===== config.mk =====
export PLATFORM = sky130hd
export DESIGN_NAME = branch_control
export DESIGN_NICKNAME = d
export VERILOG_FILES = /design/src/rtl/branch_control.sv
export SDC_FILE = /design/constraint.sdc
export NUM_CORES = 1
export LEC_CHECK = 0
export ABC_AREA = 1
export CAP_MARGIN = 0
export CELL_PAD_IN_SITES_DETAIL_PLACEMENT = 0
export CELL_PAD_IN_SITES_GLOBAL_PLACEMENT = 1
export CORE_ASPECT_RATIO = 2
export CORE_UTILIZATION = 35
export CTS_CLUSTER_DIAMETER = 150
export CTS_CLUSTER_SIZE = 30
export DETAILED_ROUTE_END_ITERATION = 8
export PLACE_DENSITY_LB_ADDON = 0.1
export SKIP_CTS_REPAIR_TIMING = 1
export SYNTH_ARGS = -nofsm -noshare
export SYNTH_HDL_FRONTEND = slang
export SYNTH_SLANG_ARGS = --single-unit

===== constraint.sdc =====
create_clock -name clk -period 3.3 [get_ports clk]
set_clock_uncertainty 0.05 [all_clocks]
set_input_delay 0.66 -clock clk [delete_from_list [all_inputs] [get_ports clk]]
set_output_delay 0.66 -clock clk [all_outputs]
set_load 0.03 [all_outputs]

===== src/rtl/branch_control.sv =====
// -----------------------------------------------------------------------------
// branch_control
//
// Control-transfer decoder that sits behind the program counter's jump/branch
// interface. Every 5-cycle instruction slot (PC slot state 0..4) it captures
// the instruction at pc, reads two operands from the register file, resolves
// equality and presents address/jump/beq/bne/compare so the program counter
// can sample them on the state-4 clock edge. It also keeps a saturating count
// of taken transfers and a sticky flag for illegal slot states (5..7).
//
// Ports:
//   clk          in   system clock, rising edge
//   reset        in   synchronous active-high reset
//   pc           in   current program counter
//   state        in   program counter slot state, 0..4
//   instr        in   instruction memory data at pc
//   reg_a        in   register file data for rs_addr
//   reg_b        in   register file data for rt_addr
//   rs_addr      out  register read address, ir[11:8]
//   rt_addr      out  register read address, ir[7:4]
//   address      out  transfer target
//   jump         out  unconditional transfer (JMP or JR)
//   beq          out  conditional branch on equal
//   bne          out  conditional branch on not-equal
//   compare      out  registered reg_a == reg_b
//   taken_count  out  saturating count of taken transfers
//   state_err    out  sticky: state was seen at 5..7
//
// Build option:
//   BRANCH_RELATIVE_EN  defined   -> BEQ/BNE target = pc + 1 + sext(ir[3:0])
//                       undefined -> BEQ/BNE target = {pc[15:4], ir[3:0]}
// -----------------------------------------------------------------------------
module branch_control #(
    parameter int unsigned DATA_W  = 16,
    parameter logic [3:0]  OPC_JMP = 4'hC,
    parameter logic [3:0]  OPC_BEQ = 4'hD,
    parameter logic [3:0]  OPC_BNE = 4'hE,
    parameter logic [3:0]  OPC_JR  = 4'hF
) (
    input  logic              clk,
    input  logic              reset,
    input  logic [DATA_W-1:0] pc,
    input  logic [2:0]        state,
    input  logic [15:0]       instr,
    input  logic [DATA_W-1:0] reg_a,
    input  logic [DATA_W-1:0] reg_b,
    output logic [3:0]        rs_addr,
    output logic [3:0]        rt_addr,
    output logic [DATA_W-1:0] address,
    output logic              jump,
    output logic              beq,
    output logic              bne,
    output logic              compare,
    output logic [15:0]       taken_count,
    output logic              state_err
);

    localparam logic [15:0] CNT_MAX = 16'hFFFF;

    logic [15:0]       ir_q, ir_d;
    logic              ir_valid_q, ir_valid_d;
    logic [DATA_W-1:0] opa_q, opa_d;
    logic [DATA_W-1:0] opb_q, opb_d;
    logic [DATA_W-1:0] address_q, address_d;
    logic              jump_q, jump_d;
    logic              beq_q, beq_d;
    logic              bne_q, bne_d;
    logic              compare_q, compare_d;
    logic [15:0]       cnt_q, cnt_d;
    logic              err_q, err_d;

    logic [3:0]        opc;
    logic              is_jmp, is_beq, is_bne, is_jr, is_ctrl;
    logic              taken;
    logic [DATA_W-1:0] jmp_tgt;
    logic [DATA_W-1:0] br_tgt;

    assign opc     = ir_q[15:12];
    assign is_jmp  = (opc == OPC_JMP);
    assign is_beq  = (opc == OPC_BEQ);
    assign is_bne  = (opc == OPC_BNE);
    assign is_jr   = (opc == OPC_JR);
    assign is_ctrl = is_jmp | is_beq | is_bne | is_jr;

    assign jmp_tgt = {pc[DATA_W-1:12], ir_q[11:0]};

`ifdef BRANCH_RELATIVE_EN
    // Offset is a signed nibble relative to the following instruction.
    assign br_tgt = pc + DATA_W'(1) + {{(DATA_W-4){ir_q[3]}}, ir_q[3:0]};
`else
    // Page-absolute: low pc bits are replaced, so they play no part here.
    logic unused_pc_low;
    assign unused_pc_low = ^pc[3:0];
    assign br_tgt        = {pc[DATA_W-1:4], ir_q[3:0]};
`endif

    assign taken = jump_q | (beq_q & compare_q) | (bne_q & ~compare_q);

    always_comb begin
        ir_d       = ir_q;
        ir_valid_d = ir_valid_q;
        opa_d      = opa_q;
        opb_d      = opb_q;
        address_d  = address_q;
        jump_d     = jump_q;
        beq_d      = beq_q;
        bne_d      = bne_q;
        compare_d  = compare_q;
        cnt_d      = cnt_q;
        err_d      = err_q;

        case (state)
            3'd0: begin
                ir_d       = instr;
                ir_valid_d = 1'b1;
            end
            3'd1: begin
                opa_d = reg_a;
                opb_d = reg_b;
            end
            3'd2: begin
                // ir_valid is low for a slot interrupted by reset, so a
                // partially sequenced slot never asserts a control output.
                if (ir_valid_q && is_ctrl) begin
                    compare_d = (opa_q == opb_q);
                    jump_d    = is_jmp | is_jr;
                    beq_d     = is_beq;
                    bne_d     = is_bne;
                    if (is_jmp) begin
                        address_d = jmp_tgt;
                    end else if (is_jr) begin
                        address_d = opa_q;
                    end else begin
                        address_d = br_tgt;
                    end
                end
            end
            3'd3: begin
            end
            3'd4: begin
                if (taken && (cnt_q != CNT_MAX)) begin
                    cnt_d = cnt_q + 16'd1;
                end
                jump_d     = 1'b0;
                beq_d      = 1'b0;
                bne_d      = 1'b0;
                compare_d  = 1'b0;
                ir_valid_d = 1'b0;
            end
            default: begin
                err_d      = 1'b1;
                jump_d     = 1'b0;
                beq_d      = 1'b0;
                bne_d      = 1'b0;
                compare_d  = 1'b0;
                ir_valid_d = 1'b0;
            end
        endcase
    end

    always_ff @(posedge clk) begin
        if (reset) begin
            ir_q       <= '0;
            ir_valid_q <= 1'b0;
            opa_q      <= '0;
            opb_q      <= '0;
            address_q  <= '0;
            jump_q     <= 1'b0;
            beq_q      <= 1'b0;
            bne_q      <= 1'b0;
            compare_q  <= 1'b0;
            cnt_q      <= '0;
            err_q      <= 1'b0;
        end else begin
            ir_q       <= ir_d;
            ir_valid_q <= ir_valid_d;
            opa_q      <= opa_d;
            opb_q      <= opb_d;
            address_q  <= address_d;
            jump_q     <= jump_d;
            beq_q      <= beq_d;
            bne_q      <= bne_d;
            compare_q  <= compare_d;
            cnt_q      <= cnt_d;
            err_q      <= err_d;
        end
    end

    assign rs_addr     = ir_q[11:8];
    assign rt_addr     = ir_q[7:4];
    assign address     = address_q;
    assign jump        = jump_q;
    assign beq         = beq_q;
    assign bne         = bne_q;
    assign compare     = compare_q;
    assign taken_count = cnt_q;
    assign state_err   = err_q;

endmodule


Word level (Yosys, flattened, before mapping)
Index checks and enable logic that the tools add are counted.

Output and inout port bits: 45. Input bits: 69. Logic and storage cells: 53. Register bits: 86.

Muxes and demuxes: 11. Reduce and logical (&&, ||, !) cells: 9. $add $sub $neg: 1. Bitwise operators: 10. Eq/ne operators: 11.

Operator list (count): $mux 16 (2); $add 16x1->16 const B (1); $eq 16x16->1 (1); $eq 4x4->1 const B (4); $ne 16x16->1 const B (1); $pmux 1 s2 (5); $eq 3x2->1 const B (2); $or 1x1->1 (6); $reduce_and 2->1 (3); $reduce_or 3->1 (2); $reduce_or 5->1 (1); $mux 1 (4); $eq 3x1->1 const B (1); $eq 3x3->1 const B (1); $logic_not 3->1 (1); $and 1x1->1 (2); $logic_and 1x1->1 (2); $ne 2x2->1 const B (1); $not 1->1 (2).

Logic depth before layout (Yosys ltp)
Depth after elaboration: 7. Depth in mapped cells: 10. Depth with buffers taken out: 10.

Worst setup path before layout
Ideal clock, no wire load.

Path type: reg2reg. Start: register cnt_q[0], in the netlist taken_count[0]. End: register cnt_q[0], in the netlist taken_count[0]. Stages on the path, launching flop included: 10. Slack: 1.507 ns. Setup time: 0.116 ns. Data required time: 3.134 ns. Path buffers: 1. Arrival: 1.627 ns. Cell sequence: dfxtp_1 -> ha_1 -> inv_1 -> nor2_2 -> nand3_2 -> nor2_1 -> nor2_2 -> buf_6 -> nor2_1 -> nor2_1.

Cells in the longest elaborated chain, start to end: 3. Elaborated cells between the ends (all ways): 4. Classes of those cells: 1 x add/sub; 1 x eq/ne; 2 x reduce/logical.

Ends and longest elaborated chain: from (decl) (RTL line 69) `logic [15:0] cnt_q, cnt_d;`; from (signal assigned) (RTL line 184) `cnt_q <= cnt_d;`; parallel branches: the longest is 3 deep, another holds $add 16x1->16.

Parallel ways; which one is timed is not known. A chain may end at the register's enable or synchronous reset.

Worst setup path after layout
Start: input state[1]. End: register compare_q, in the netlist compare.

Cells in the longest elaborated chain, start to end: 4. Elaborated cells between the ends (all ways): 9. Classes of those cells: 4 x eq/ne; 1 x mux; 1 x bitwise; 3 x reduce/logical.

Ends and longest elaborated chain: from (decl) (RTL line 43) `input logic [2:0] state,`; $eq 3x2->1 (tied with other cells) (RTL line 112) `case (state)`; $reduce_or 3->1 (no source line); $not 1->1 (no source line); $reduce_and 2->1 (no source line); to (signal assigned) (RTL line 183) `compare_q <= compare_d;`; to (decl) (RTL line 68) `logic compare_q, compare_d;`.

Several ways; a longest one is shown, not always the timed one.

==> impl_results.md <==
- Status: finished, final reports clean
- DRT antenna net count: 0
- EDFF count, synth: 0
- Leakage: ~2.1 nW
- Synth cell types: 23
- Critical R2R Capture: address[4]
- P&R area growth vs syn: 36.4%
- Core area: ~11000 um2
- Crit Path Category: input pin to flop
- Gr usage total: 0.198
- # IOs: 114
- Hold Path Stages: 2
- I/O Buffers: ~110
- Hold Vio Cnt, Final: 0
- WHS Endpoint: opb_q[3]
- Post-DP HPWL: about 8600 um
- Area of the multi-input gates: 1780 um2
- Fill count: roughly 1200
- Pwr dens: 423 nW/um2
- R2R setup slack: 1.22 ns
- M1 GR Usage: 0.194
- Final period util: 0.686
- Mapped Nets: approximately 650
- Rows: 54
- Crit start category: input pin
- CP Max Fanout: 12
- N_diodes: 0
- Post-Route WL: about 11000 um
- Die W: 77.0 um
- Post-synthesis average cell area: approximately 6.8 um2
- Total power: 2.27 mW
- Nets@finish: 746
- Antenna violations before repair: 0
- Worst-Skew Late Latency: 0.34 ns
- Hold Startpoint: opb_q[3]
- Design Area, Final: 5380 um2
- Main flop type after synthesis: dfxtp_1
- Min cycle time layout: 2.26 ns
- Final setup fails: 0
- Hold WC Path Type: flop to flop
- VDD IR max: 0.000286 V
- Largest net degree at the start of global routing: 65
- Core Util, Final: 0.491
- Post-Syn Instances: just under 600
- Remaining Overflow, GRT: 0
- Starting Density: 0.360
- H-tree Lvls: 3
- Critical Path Sink Type: flop
- DRC Markers: 0
- Final Max Slew Viols: 0
- Busiest grt layer: met2
- CP Data Required Time: 3.53 ns
- DRT iter0 DRCs: 149
- Yosys warns: 0
- CTS tree: yes
- Clock sink count: 86
- Async S/R FF share, synth: 0
- M3 GR Usage: 0.0312
- Fmax achieved: 0.442 GHz
- CTS Buffer Depth: 2
- Synthesized cell area: 3940 um2
- Storage element area: 1720 um2
- WHS: approximately 0.42 ns
- Worst Reg2Reg Path Length in Cells: 7
- Die H: 152 um
- Setup TNS: 0 ns
- Sequential share of the synthesized area: 0.437
- RSZ-0062 raised after global routing: false
- Final GP Congestion: 0.846
- Area after DPL: 5100 um2
- Arrival @ worst endpoint: roughly 2.5 ns
- Clock transition at the registers of the reported paths: about 0.060 ns
- Critical R2R Launch: ir_q[14]
- Via/cell ratio: ~4.7
- Wire length per cell: 13.7 um
- Vias: 3862
- Die ar.: 11700 um2
- Clock buffer count from CTS: 9
- Root buf cell: clkbuf_16
- Layout cells sized above 1: 0.0457
- Vias in the first global route: 3759
- Slew headroom: 0.569
- First-pass GRT wire length: 17900 um
- DR pass1 iterations: 4
- Worst-margin pin slew: about 0.65 ns
- MaxCap Viol Count: 0
- Post-synthesis register bit count: 86
- GRT met2 Usage: 0.389
## synthesized netlist by cell type, types with 2 or more instances
cell	instances	area (um2)
nand4_1	4	25.0
o22ai_1	4	25.0
a21oi_1	73	365
nor2_2	4	25.0
xor2_1	3	26.3
nand3_1	13	65.1
buf_2	4	20.0
buf_4	8	60.1
dfxtp_1	86	1720
nand2_2	2	12.5
nand2_1	134	503
o21ai_0	80	400
buf_6	2	22.5
clkbuf_1	19	71.3
a31oi_1	4	25.0
xnor2_1	4	35.0
nor2_1	59	221
inv_1	71	267
nor3_1	3	15.0
## layout by cell type, fill, tap and decap left out, types with 4 or more instances in the layout
| cell | count |
|---|---|
| a31oi_1 | 4 |
| o21ai_0 | 80 |
| nor2_1 | 58 |
| o22ai_1 | 4 |
| xnor2_1 | 4 |
| nand3_1 | 12 |
| dfxtp_1 | 86 |
| inv_1 | 71 |
| a21oi_1 | 73 |
| clkdlybuf4s50_1 | 109 |
| nand2_1 | 134 |
| nor2_2 | 5 |
| clkbuf_16 | 9 |
| nand4_1 | 4 |
| buf_4 | 8 |
## per-layer routing
| layer | share of wire | vias up | routed length, um |
|---|---|---|---|
| met1 | 0.38 | 1717 | 4270 |
| met2 | 0.56 | 91 | 6260 |
| li1 | - | 2037 | - |
| met4 | 0.026 | 0 | 294 |
| met5 | 0 | - | 0 |
| met3 | 0.033 | 17 | 364 |
## kinds of logic (layout without fill, tap and decap cells)
| logic type | count (synthesis) | count (layout) | synth area share |
|---|---|---|---|
| buf+inv | 105 | 203 | 0.113 |
| fa+ha+maj | 1 | 1 | 0.00317 |
| xor+xnor | 7 | 7 | 0.0156 |
| compound gates | 162 | 162 | 0.209 |
| flops | 86 | 86 | 0.437 |
| simple gates | 220 | 220 | 0.223 |
## sequential cells by signal, indices dropped and copies added, names as in the netlist
name         cells
state_err        1
beq              1
compare          1
ir_valid_q       1
bne              1
jump             1
opa_q           16
address         16
taken_count     16
opb_q           16
ir_q            16
## worst max path at each step
stage                     slack (ns)       startpoint               to
final                           1.04         state[1]          compare
after global routing            0.92         state[1]          compare
after CTS                       1.04  taken_count[11]  taken_count[11]
after detailed placement        0.68         state[1]          compare
after global placement          0.71         state[1]          compare
after floorplan                 1.51   taken_count[0]   taken_count[0]
## per-stage QoR
stage,worst slack [ns],instances
finish,1.04,819
global route,0.918,819
CTS,1.04,819
detailed placement,0.676,805
global placement,0.709,805
floorplan,1.51,581
## worst max-delay path, cell delays in order
cell,delay (ns)
clkdlybuf4s50_1,0.49
inv_1,0.07
nor2_1,0.15
nand3_1,0.15
nor2_2,0.38
buf_4,0.25
nand3_1,0.09
nor2_1,0.14
nor2_1,0.05
nor2_1,0.07
## where the power goes
| group | total, mW | switching [mW] | internal (mW) |
|---|---|---|---|
| logic | 0.233 | 0.114 | 0.119 |
| registers | 1.09 | 0.0181 | 1.07 |
| clock network | 0.952 | 0.390 | 0.562 |
## layout make-up
class / instances / area share
sequential: 86 / 0.320
inverter: 72 / 0.0505
tap: 140 / 0.0326
timing repair buffer: 117 / 0.214
multi-input combinational: 390 / 0.331
clock inverter: 1 / 0.000931
clock buffer: 13 / 0.0503
(Power assumes the default switching activity.)
